### src/rtl/decoder_pkg.sv
// Shared decode types for the integer multiply/divide path.
package decoder_pkg;

  // Legacy multiplier-only encoding; md_op_t covers it and adds the divides.
  typedef enum logic [1:0] {
    MUL_LO    = 2'b00,
    MUL_HI_SS = 2'b01,
    MUL_HI_SU = 2'b10,
    MUL_HI_UU = 2'b11
  } mul_op_t;

  typedef enum logic [2:0] {
    MD_MUL    = 3'b000,
    MD_MULH   = 3'b001,
    MD_MULHSU = 3'b010,
    MD_MULHU  = 3'b011,
    MD_DIV    = 3'b100,
    MD_DIVU   = 3'b101,
    MD_REM    = 3'b110,
    MD_REMU   = 3'b111
  } md_op_t;

  typedef enum logic [1:0] {
    IDLE = 2'b00,
    CALC = 2'b01,
    DONE = 2'b10
  } md_state_t;

endpackage

### src/rtl/muldiv_step.sv
// One iteration of the iterative multiplier/divider: BITS_PER_CYCLE shift-add
// (LSB-first multiply) or restoring-subtract (MSB-first divide) steps.
module muldiv_step #(
  parameter int XLEN           = 32,
  parameter int BITS_PER_CYCLE = 1
) (
  input  logic            is_div,
  input  logic [XLEN-1:0] acc_i,
  input  logic [XLEN-1:0] lo_i,
  input  logic [XLEN-1:0] mcand,
  output logic [XLEN-1:0] acc_o,
  output logic [XLEN-1:0] lo_o
);

  logic [XLEN-1:0] acc, lo;
  logic [XLEN:0]   r, diff;

  always_comb begin
    acc  = acc_i;
    lo   = lo_i;
    r    = '0;
    diff = '0;
    for (int i = 0; i < BITS_PER_CYCLE; i++) begin
      if (is_div) begin
        // remainder stays below the divisor, so r < 2*divisor fits XLEN+1
        r    = {acc, lo[XLEN-1]};
        diff = r - {1'b0, mcand};
        lo   = {lo[XLEN-2:0], ~diff[XLEN]};
        acc  = diff[XLEN] ? r[XLEN-1:0] : diff[XLEN-1:0];
      end else begin
        r    = {1'b0, acc} + (lo[0] ? {1'b0, mcand} : '0);
        lo   = {r[0], lo[XLEN-1:1]};
        acc  = r[XLEN:1];
      end
    end
    acc_o = acc;
    lo_o  = lo;
  end

endmodule

### src/rtl/muldiv_unit.sv
// Iterative RISC-V M-extension multiply/divide unit. Operands are reduced to
// magnitudes at accept; the sign is restored once when the result is captured.
module muldiv_unit
  import decoder_pkg::*;
#(
  parameter int XLEN           = 32,
  parameter int BITS_PER_CYCLE = 1
) (
  input  logic            clk,
  input  logic            reset,
  input  logic            start,
  input  md_op_t          op,
  input  logic [XLEN-1:0] a,
  input  logic [XLEN-1:0] b,
  input  logic            abort,
  output logic            ready,
  output logic            valid,
  output logic [XLEN-1:0] result
);

  localparam int N  = XLEN / BITS_PER_CYCLE;
  localparam int CW = $clog2(N + 1);
  localparam logic [CW-1:0] LAST = CW'(N - 1);

  md_state_t       state, state_n;
  logic [CW-1:0]   cnt;
  md_op_t          op_q;
  logic            neg_q;
  logic [XLEN-1:0] acc, lo, mcand, acc_n, lo_n;
  logic            accept, bypass, last, div_zero, ovf, a_sgn, b_sgn, neg;
  logic [XLEN-1:0] a_mag, b_mag, bypass_res, final_res, prod_hi;

  muldiv_step #(.XLEN(XLEN), .BITS_PER_CYCLE(BITS_PER_CYCLE)) u_step (
    .is_div (op_q[2]),
    .acc_i  (acc),
    .lo_i   (lo),
    .mcand  (mcand),
    .acc_o  (acc_n),
    .lo_o   (lo_n)
  );

  always_comb begin
    a_sgn    = (op == MD_MULH || op == MD_MULHSU || op == MD_DIV || op == MD_REM) && a[XLEN-1];
    b_sgn    = (op == MD_MULH || op == MD_DIV || op == MD_REM) && b[XLEN-1];
    a_mag    = a_sgn ? -a : a;
    b_mag    = b_sgn ? -b : b;
    neg      = (op == MD_REM) ? a_sgn : (a_sgn ^ b_sgn);
    div_zero = op[2] && (b == '0);
    ovf      = (op == MD_DIV || op == MD_REM) && (a == {1'b1, {(XLEN-1){1'b0}}}) && (b == '1);
    bypass   = div_zero || ovf;
    if (div_zero) bypass_res = op[1] ? a : '1;
    else          bypass_res = op[1] ? '0 : a;
  end

  // Two's-complement negate of the 2*XLEN product, high half only.
  always_comb begin
    prod_hi = neg_q ? (~acc_n + XLEN'(lo_n == '0)) : acc_n;
    case (op_q)
      MD_MUL:                        final_res = lo_n;
      MD_MULH, MD_MULHSU, MD_MULHU:  final_res = prod_hi;
      MD_DIV, MD_DIVU:               final_res = neg_q ? -lo_n : lo_n;
      default:                       final_res = neg_q ? -acc_n : acc_n;
    endcase
  end

  always_comb begin
    state_n = state;
    ready   = (state != CALC);
    valid   = (state == DONE);
    accept  = start && ready && !abort;
    last    = (cnt == LAST);
    if (abort) state_n = IDLE;
    else begin
      case (state)
        IDLE, DONE: state_n = accept ? (bypass ? DONE : CALC) : IDLE;
        CALC:       if (last) state_n = DONE;
        default:    state_n = IDLE;
      endcase
    end
  end

  always_ff @(posedge clk) begin
    if (reset) state <= IDLE;
    else       state <= state_n;
  end

  always_ff @(posedge clk) begin
    if (reset) begin
      cnt    <= '0;
      op_q   <= MD_MUL;
      neg_q  <= 1'b0;
      acc    <= '0;
      lo     <= '0;
      mcand  <= '0;
      result <= '0;
    end else if (abort) begin
      cnt <= '0;
    end else if (accept) begin
      cnt   <= '0;
      op_q  <= op;
      neg_q <= neg;
      if (bypass) result <= bypass_res;
      else begin
        acc   <= '0;
        lo    <= op[2] ? a_mag : b_mag;
        mcand <= op[2] ? b_mag : a_mag;
      end
    end else if (state == CALC) begin
      acc <= acc_n;
      lo  <= lo_n;
      cnt <= last ? '0 : cnt + CW'(1);
      if (last) result <= final_res;
    end
  end

endmodule

### config.mk
export PLATFORM = sky130hd
export DESIGN_NAME = muldiv_unit
export DESIGN_NICKNAME = d
export VERILOG_FILES = /design/src/rtl/decoder_pkg.sv /design/src/rtl/muldiv_step.sv /design/src/rtl/muldiv_unit.sv
export SDC_FILE = /design/constraint.sdc
export NUM_CORES = 1
export LEC_CHECK = 0
export ABC_AREA = 0
export CAP_MARGIN = 20
export CORE_ASPECT_RATIO = 0.75
export CORE_MARGIN = 4
export CORE_UTILIZATION = 55
export CTS_CLUSTER_DIAMETER = 60
export DETAILED_ROUTE_END_ITERATION = 7
export GPL_TIMING_DRIVEN = 1
export PLACE_DENSITY = 0.75
export SLEW_MARGIN = 0
export SYNTH_ARGS = -nofsm -noshare
export SYNTH_HDL_FRONTEND = slang
export SYNTH_SLANG_ARGS = --single-unit
### constraint.sdc
create_clock -name clk -period 9.7 [get_ports clk]
set_clock_uncertainty 0.1 [all_clocks]
set_input_delay 1.455 -clock clk [delete_from_list [all_inputs] [get_ports clk]]
set_output_delay 1.455 -clock clk [all_outputs]
set_load 0.005 [all_outputs]
# After elaboration in Yosys (flattened, before gate mapping)

Index checks and enable logic that the tools add are counted.

Logic and storage cells: 100
Flip-flop bits (word level): 140
Output and inout port bits: 34
Bits of input ports: 71

Bitwise gates (word level): 5
Reductions and logical operators: 30
Mux-type cells: 31
Eq/ne operators: 18
Add/subtract/negate cells: 8

Operators by type and width:

| operator             | count |
|---|---|
| $mux 32              | 24 |
| $neg 32->32          | 4 |
| $pmux 32 s3          | 1 |
| $eq 32x32->1 const B | 2 |
| $logic_not 32->1     | 2 |
| $add 32x33->33       | 1 |
| $sub 33x32->33       | 1 |
| $add 32x1->32        | 1 |
| $not 32->32          | 1 |
| $eq 3x3->1 const B   | 4 |
| $eq 3x2->1 const B   | 3 |
| $logic_and 1x1->1    | 7 |
| $logic_or 1x1->1     | 7 |
| $add 6x1->6 const B  | 1 |
| $eq 3x1->1 const B   | 2 |
| $eq 6x5->1 const B   | 1 |
| $mux 2               | 3 |
| $mux 6               | 1 |
| $reduce_and 3->1     | 2 |
| $reduce_or 2->1      | 3 |
| $reduce_or 3->1      | 2 |
| $ne 2x1->1 const B   | 2 |
| $ne 2x2->1 const B   | 2 |
| $pmux 2 s2           | 1 |
| other kinds (11)     | 14 |

# Depth between registers and ports, before layout

Word-level depth: 10
Gate-level depth with buffers: 27
Gate-level depth less buffers: 26

# Modules after synthesis

From an unflattened synthesis, not the netlist that was laid out.

Cells, all modules: 2178
Area, all modules: 15676.3 um^2

Modules (own cells, without submodules):

| module      | sequential area each (um^2) | area an instance (um^2) | cells each | instances |
|---|---|---|---|---|
| muldiv_unit | 2802.7                      | 10980.5                 | 1497       | 1 |
| muldiv_step | 0.0                         | 4695.8                  | 681        | 1 |

# Worst setup path before layout

OpenSTA, ideal clock, no wires.

Kind: register to register
From: register lo[31]
To: register result[21]
Library setup time: 0.134 ns
Arrival: 5.281 ns
Required time: 9.466 ns
Clock period less this slack: 5.515 ns
Cell stages (with the launch flop): 28
Setup slack: 4.185 ns
Cell sequence: dfxtp_1 > inv_1 > ha_1 > inv_1 > fa_1 > a211oi_1 > o211ai_1 > and2_4 > o211a_4 > o211ai_4 > buf_12 > nor2_1 > a21oi_1 > ha_1 > o21ai_0 > nor2_1 > nand4_1 > or3_1 > nor3_1 > ha_1 > inv_1 > nor4_1 > a41o_1 > a41o_1 > xor2_1 > nor2_1 > o221ai_1 > a211oi_1

Cells in the longest elaborated chain, start to end: 10

Ends and longest elaborated chain:

| element                                         | RTL line                             | RTL |
|---|---|---|
| from (decl)                                     | muldiv_unit.sv:29                    | `logic [XLEN-1:0] acc, lo, mcand, acc_n, lo_n;` |
| from (signal assigned)                          | muldiv_unit.sv:105                   | `lo <= op[2] ? a_mag : b_mag;` |
| from (signal assigned)                          | muldiv_unit.sv:110                   | `lo <= lo_n;` |
| $sub 33x32->33                                  | muldiv_step.sv:27                    | `diff = r - {1'b0, mcand};` |
| $not 1->1 or $mux 32 (tied branches)            | muldiv_step.sv:28, muldiv_step.sv:29 |  |
| $mux 32                                         | muldiv_step.sv:24                    | `if (is_div) begin` |
| $logic_not 32->1 or $not 32->32 (tied branches) | muldiv_unit.sv:57                    | `prod_hi = neg_q ? (~acc_n + XLEN'(lo_n == '0)) : acc_n;` |
| $add 32x1->32                                   | muldiv_unit.sv:57                    |  |
| $mux 32                                         | muldiv_unit.sv:57                    |  |
| $pmux 32 s3 (*)                                 | muldiv_unit.sv:58                    | `case (op_q)` |
| $mux 32 (*)                                     | muldiv_unit.sv:112                   | `if (last) result <= final_res;` |
| $mux 32 (*)                                     | muldiv_unit.sv:108                   | `end else if (state == CALC) begin` |
| $mux 32 (*)                                     | muldiv_unit.sv:98                    | `end else if (accept) begin` |
| to (signal assigned)                            | muldiv_unit.sv:102                   | `if (bypass) result <= bypass_res;` |
| to (signal assigned)                            | muldiv_unit.sv:112                   |  |
| to (decl)                                       | muldiv_unit.sv:18                    | `output logic [XLEN-1:0] result` |

Mark *: on every way between the ends. The rest lies on a longest branch, timed or not. The select of a mux whose other input is x is not followed.
A chain may end at the register's enable or synchronous reset.

# Worst setup path in the final report

Ends and elaborated chain as after synthesis.

==> metrics.yaml <==
status: "completed"
clk_pin_slew_ns: 0.07
tightest_slew_ns: 1.10
relSlewSlack_pct: 25.1
antenna_found_initial: 3
grt_setup_unrepaired: "false"
wl_per_cell_um: 25.4
antenna_cells: 0
synthCells: 2341
crit_arrival_ns: 7.18
grt_usage_pct: 40.1
port_buffers: 104
cp_max_fo: 6
period_needed_ns: 6.99
final_cells: 2739
ir_worst_vdd_mv: 0.113
synth_top_family_by_area: "compound AO/OA/AOI/OAI gates"
cts_buffer_depth: 2
ant_nets: 0
core_area_sq_um: 29300
grt_overflow: 0
cts_tree: "built"
drive_gt1_share_pct: 6.60
final_nets: 2480
drtIter0Drc: 2475
hold_viol: 0
rows: 54
final.setup.tns_ns: 0
synth_edf_count: 0
use_met2_pct: 53.1
crit_type: "register to register"
io_pins: 105
ys_seq_area_share_pct: 17.0
synthMuxAreaShare_pct: 4.90
p_per_area_nw_per_um2: 113
ys_warn_count: 0
grt_pass1_vias: 16500
cts-root-buf: "clkbuf_16"
grtUsageMet1_pct: 56.2
async_reset_ff_share_pct: 0
clock-sinks: 140
post-place-cells: 2705
cts_hold_buf: 0
p_leak_nw: 6.79
ys_seq_elements: 140
max_freq_mhz: 143
clkLatencyLatePin_ns: 0.46
dieArea_sq_um: 32900
route.detailed.drc: 0
synth_adder_area_share_pct: 6.72
place.gp.congestion: 1.04
grt_pass1_wl_mm: 102
vias: 18700
finalCritPeriodShare_pct: 72.1
cts.repair.resized: 0
grt_max_degree: 88
required_ns: 9.89
cts_setup_buffers: 0
maxCapViolations: 0
hp-class: "register to register"
avgSynthCellArea_sq_um: 7.06
maxSlewViolCount: 0
synth_xor_xnor_area_share_pct: 10.3
worstSetupStartpointType: "register"
syn_area_sq_um: 16500
initial_core_util_pct: 56.4
fp.dieH_um: 158
routed_wl_mm: 69.5
h-tree-depth: 4
busiest_layer: "met1"
use_met3_pct: 17.3
synthSimpleGateAreaFrac_pct: 24.3
numCtsBuffers: 17
area_delta_synth_final_pct: 10.5
drtPass1Iterations: 6
synthDistinctLibCells: 108
synth.net_count: 2486
hpwl_mm: 53.4
critical_path.endpoint_type: "register"
dominantRegCellSynth: "dfxtp_1"
viasPerCell: 6.84
setup_viol: 0
fp.dieW_um: 208
synth_compound_area_share_pct: 30.9
-- stage by stage --
stage | utilization (%) | hold WS (ns) | setup slack [ns] | total power, mW | area [sq um]
global placement | 60.1 | 0.349 | 3.31 | 1.31 | 17600
global route | 62.3 | 0.387 | 2.48 | 2.13 | 18300
finish | 62.3 | 0.360 | 2.71 | 2.06 | 18300
detailed placement | 60.1 | 0.356 | 3.04 | 1.32 | 17600
CTS | 62.2 | 0.365 | 3.03 | 2.03 | 18200
floorplan | - | 0.340 | 4.19 | 1.10 | 16500
-- synthesized netlist by cell type (23+ instances only) --
cell type,instances,area [sq um]
nand2_1,268,1010
nor2_1,260,976
a21oi_1,199,996
dfxtp_1,140,2800
o21ai_0,128,641
clkbuf_1,115,432
xnor2_1,111,972
nor3_1,85,425
xor2_1,83,727
inv_1,77,289
ha_1,72,901
o211ai_1,70,526
mux2i_1,65,651
a211oi_1,45,338
and2_1,44,275
nand3_1,44,220
o31ai_1,31,233
nand4_1,29,181
a22oi_1,28,210
a21o_1,23,173
-- flip-flops by register name (all words and copies together) (netlist names) --
register  flops
result       32
state         2
op_q          3
acc          32
neg_q         1
lo           32
cnt           6
mcand        32
-- metal layers --
| layer | vias up | part of all wire [%] |
|---|---|---|
| met2 | 1250 | 38 |
| li1 | 8531 | - |
| met3 | 184 | 15 |
| met4 | 4 | 4.7 |
| met5 | - | 0.039 |
| met1 | 8766 | 42 |
-- power breakdown --
part / leakage, nW / total, mW / internal (mW) / switching, mW
Combinational: 5.34 / 0.713 / 0.246 / 0.467
Clock: 0.307 / 0.715 / 0.430 / 0.285
Sequential: 1.14 / 0.631 / 0.597 / 0.0344
Total: 6.79 / 2.06 / 1.27 / 0.786
-- worst paths after layout --
| kind | to | slack (ns) | cells past startpoint | start |
|---|---|---|---|---|
| min | mcand[23] | 0.36 | 2 | mcand[23] |
| max | result[21] | 2.71 | 26 | lo[31] |
| min reg2reg | mcand[23] | 0.36 | 2 | mcand[23] |
| max reg2reg | result[21] | 2.71 | 26 | lo[31] |
-- cells by family (layout without fill, tap and decap cells) --
logic type                 Yosys count  in the layout
and+or+nand+nor                    854            854
AOI/OAI and AO/OA                  743            743
buffers and inverters              240            246
xor gates and xnor gates           194            194
DFF                                140            140
adders and majority gates           91             91
muxes                               79             79
-- critical path: stages, from the launching register on --
cell,delay [ns]
dfxtp_1,0.35
inv_1,0.09
ha_1,0.18
inv_1,0.06
fa_1,0.42
a211oi_1,0.32
o211ai_1,0.22
and2_4,0.22
o211a_4,0.27
o211ai_4,0.19
nor2_1,0.15
a21oi_1,0.37
ha_1,0.25
o21ai_0,0.26
nor2_1,0.34
nand4_1,0.20
or3_1,0.54
nor3_1,0.46
ha_1,0.26
inv_1,0.08
nor4_1,0.30
a41o_1,0.42
a41o_1,0.25
xor2_1,0.15
nor2_1,0.05
o221ai_1,0.23
a211oi_1,0.10
-- area by class of cell --
cell class	count	area, sq um
Multi-Input combinational cell	1961	12800
Fill cell	2731	11100
Sequential cell	140	2810
Timing Repair Buffer	136	1270
Tap cell	392	490
Clock buffer	20	478
Inverter	79	297
Clock inverter	11	140
-- placed cells by master (no fill, tap or decap), types with 15 or more instances in the layout --
| cell | Yosys | layout |
|---|---|---|
| a21oi_1 | 199 | 199 |
| clkbuf_16 | 0 | 18 |
| buf_4 | 3 | 31 |
| o21ai_1 | 16 | 16 |
| a211oi_1 | 45 | 45 |
| mux2i_1 | 65 | 65 |
| nor3_1 | 85 | 84 |
| dfxtp_1 | 140 | 138 |
| o21ai_0 | 128 | 128 |
| o31ai_1 | 31 | 31 |
| o22ai_1 | 15 | 15 |
| xnor2_1 | 111 | 111 |
| xor2_1 | 83 | 83 |
| nor2b_1 | 17 | 17 |
| nor4_1 | 20 | 20 |
| a31oi_1 | 22 | 22 |
| nand3_1 | 44 | 44 |
| ha_1 | 72 | 72 |
| clkdlybuf4s50_1 | 0 | 102 |
| inv_1 | 77 | 77 |
| a22oi_1 | 28 | 28 |
| o211ai_1 | 70 | 70 |
| a21o_1 | 23 | 23 |
| nor2_1 | 260 | 256 |
| maj3_1 | 17 | 17 |
| nand2_1 | 268 | 268 |
| and2_1 | 44 | 44 |
| nand4_1 | 29 | 29 |
Power figures use the tool's default switching activity.
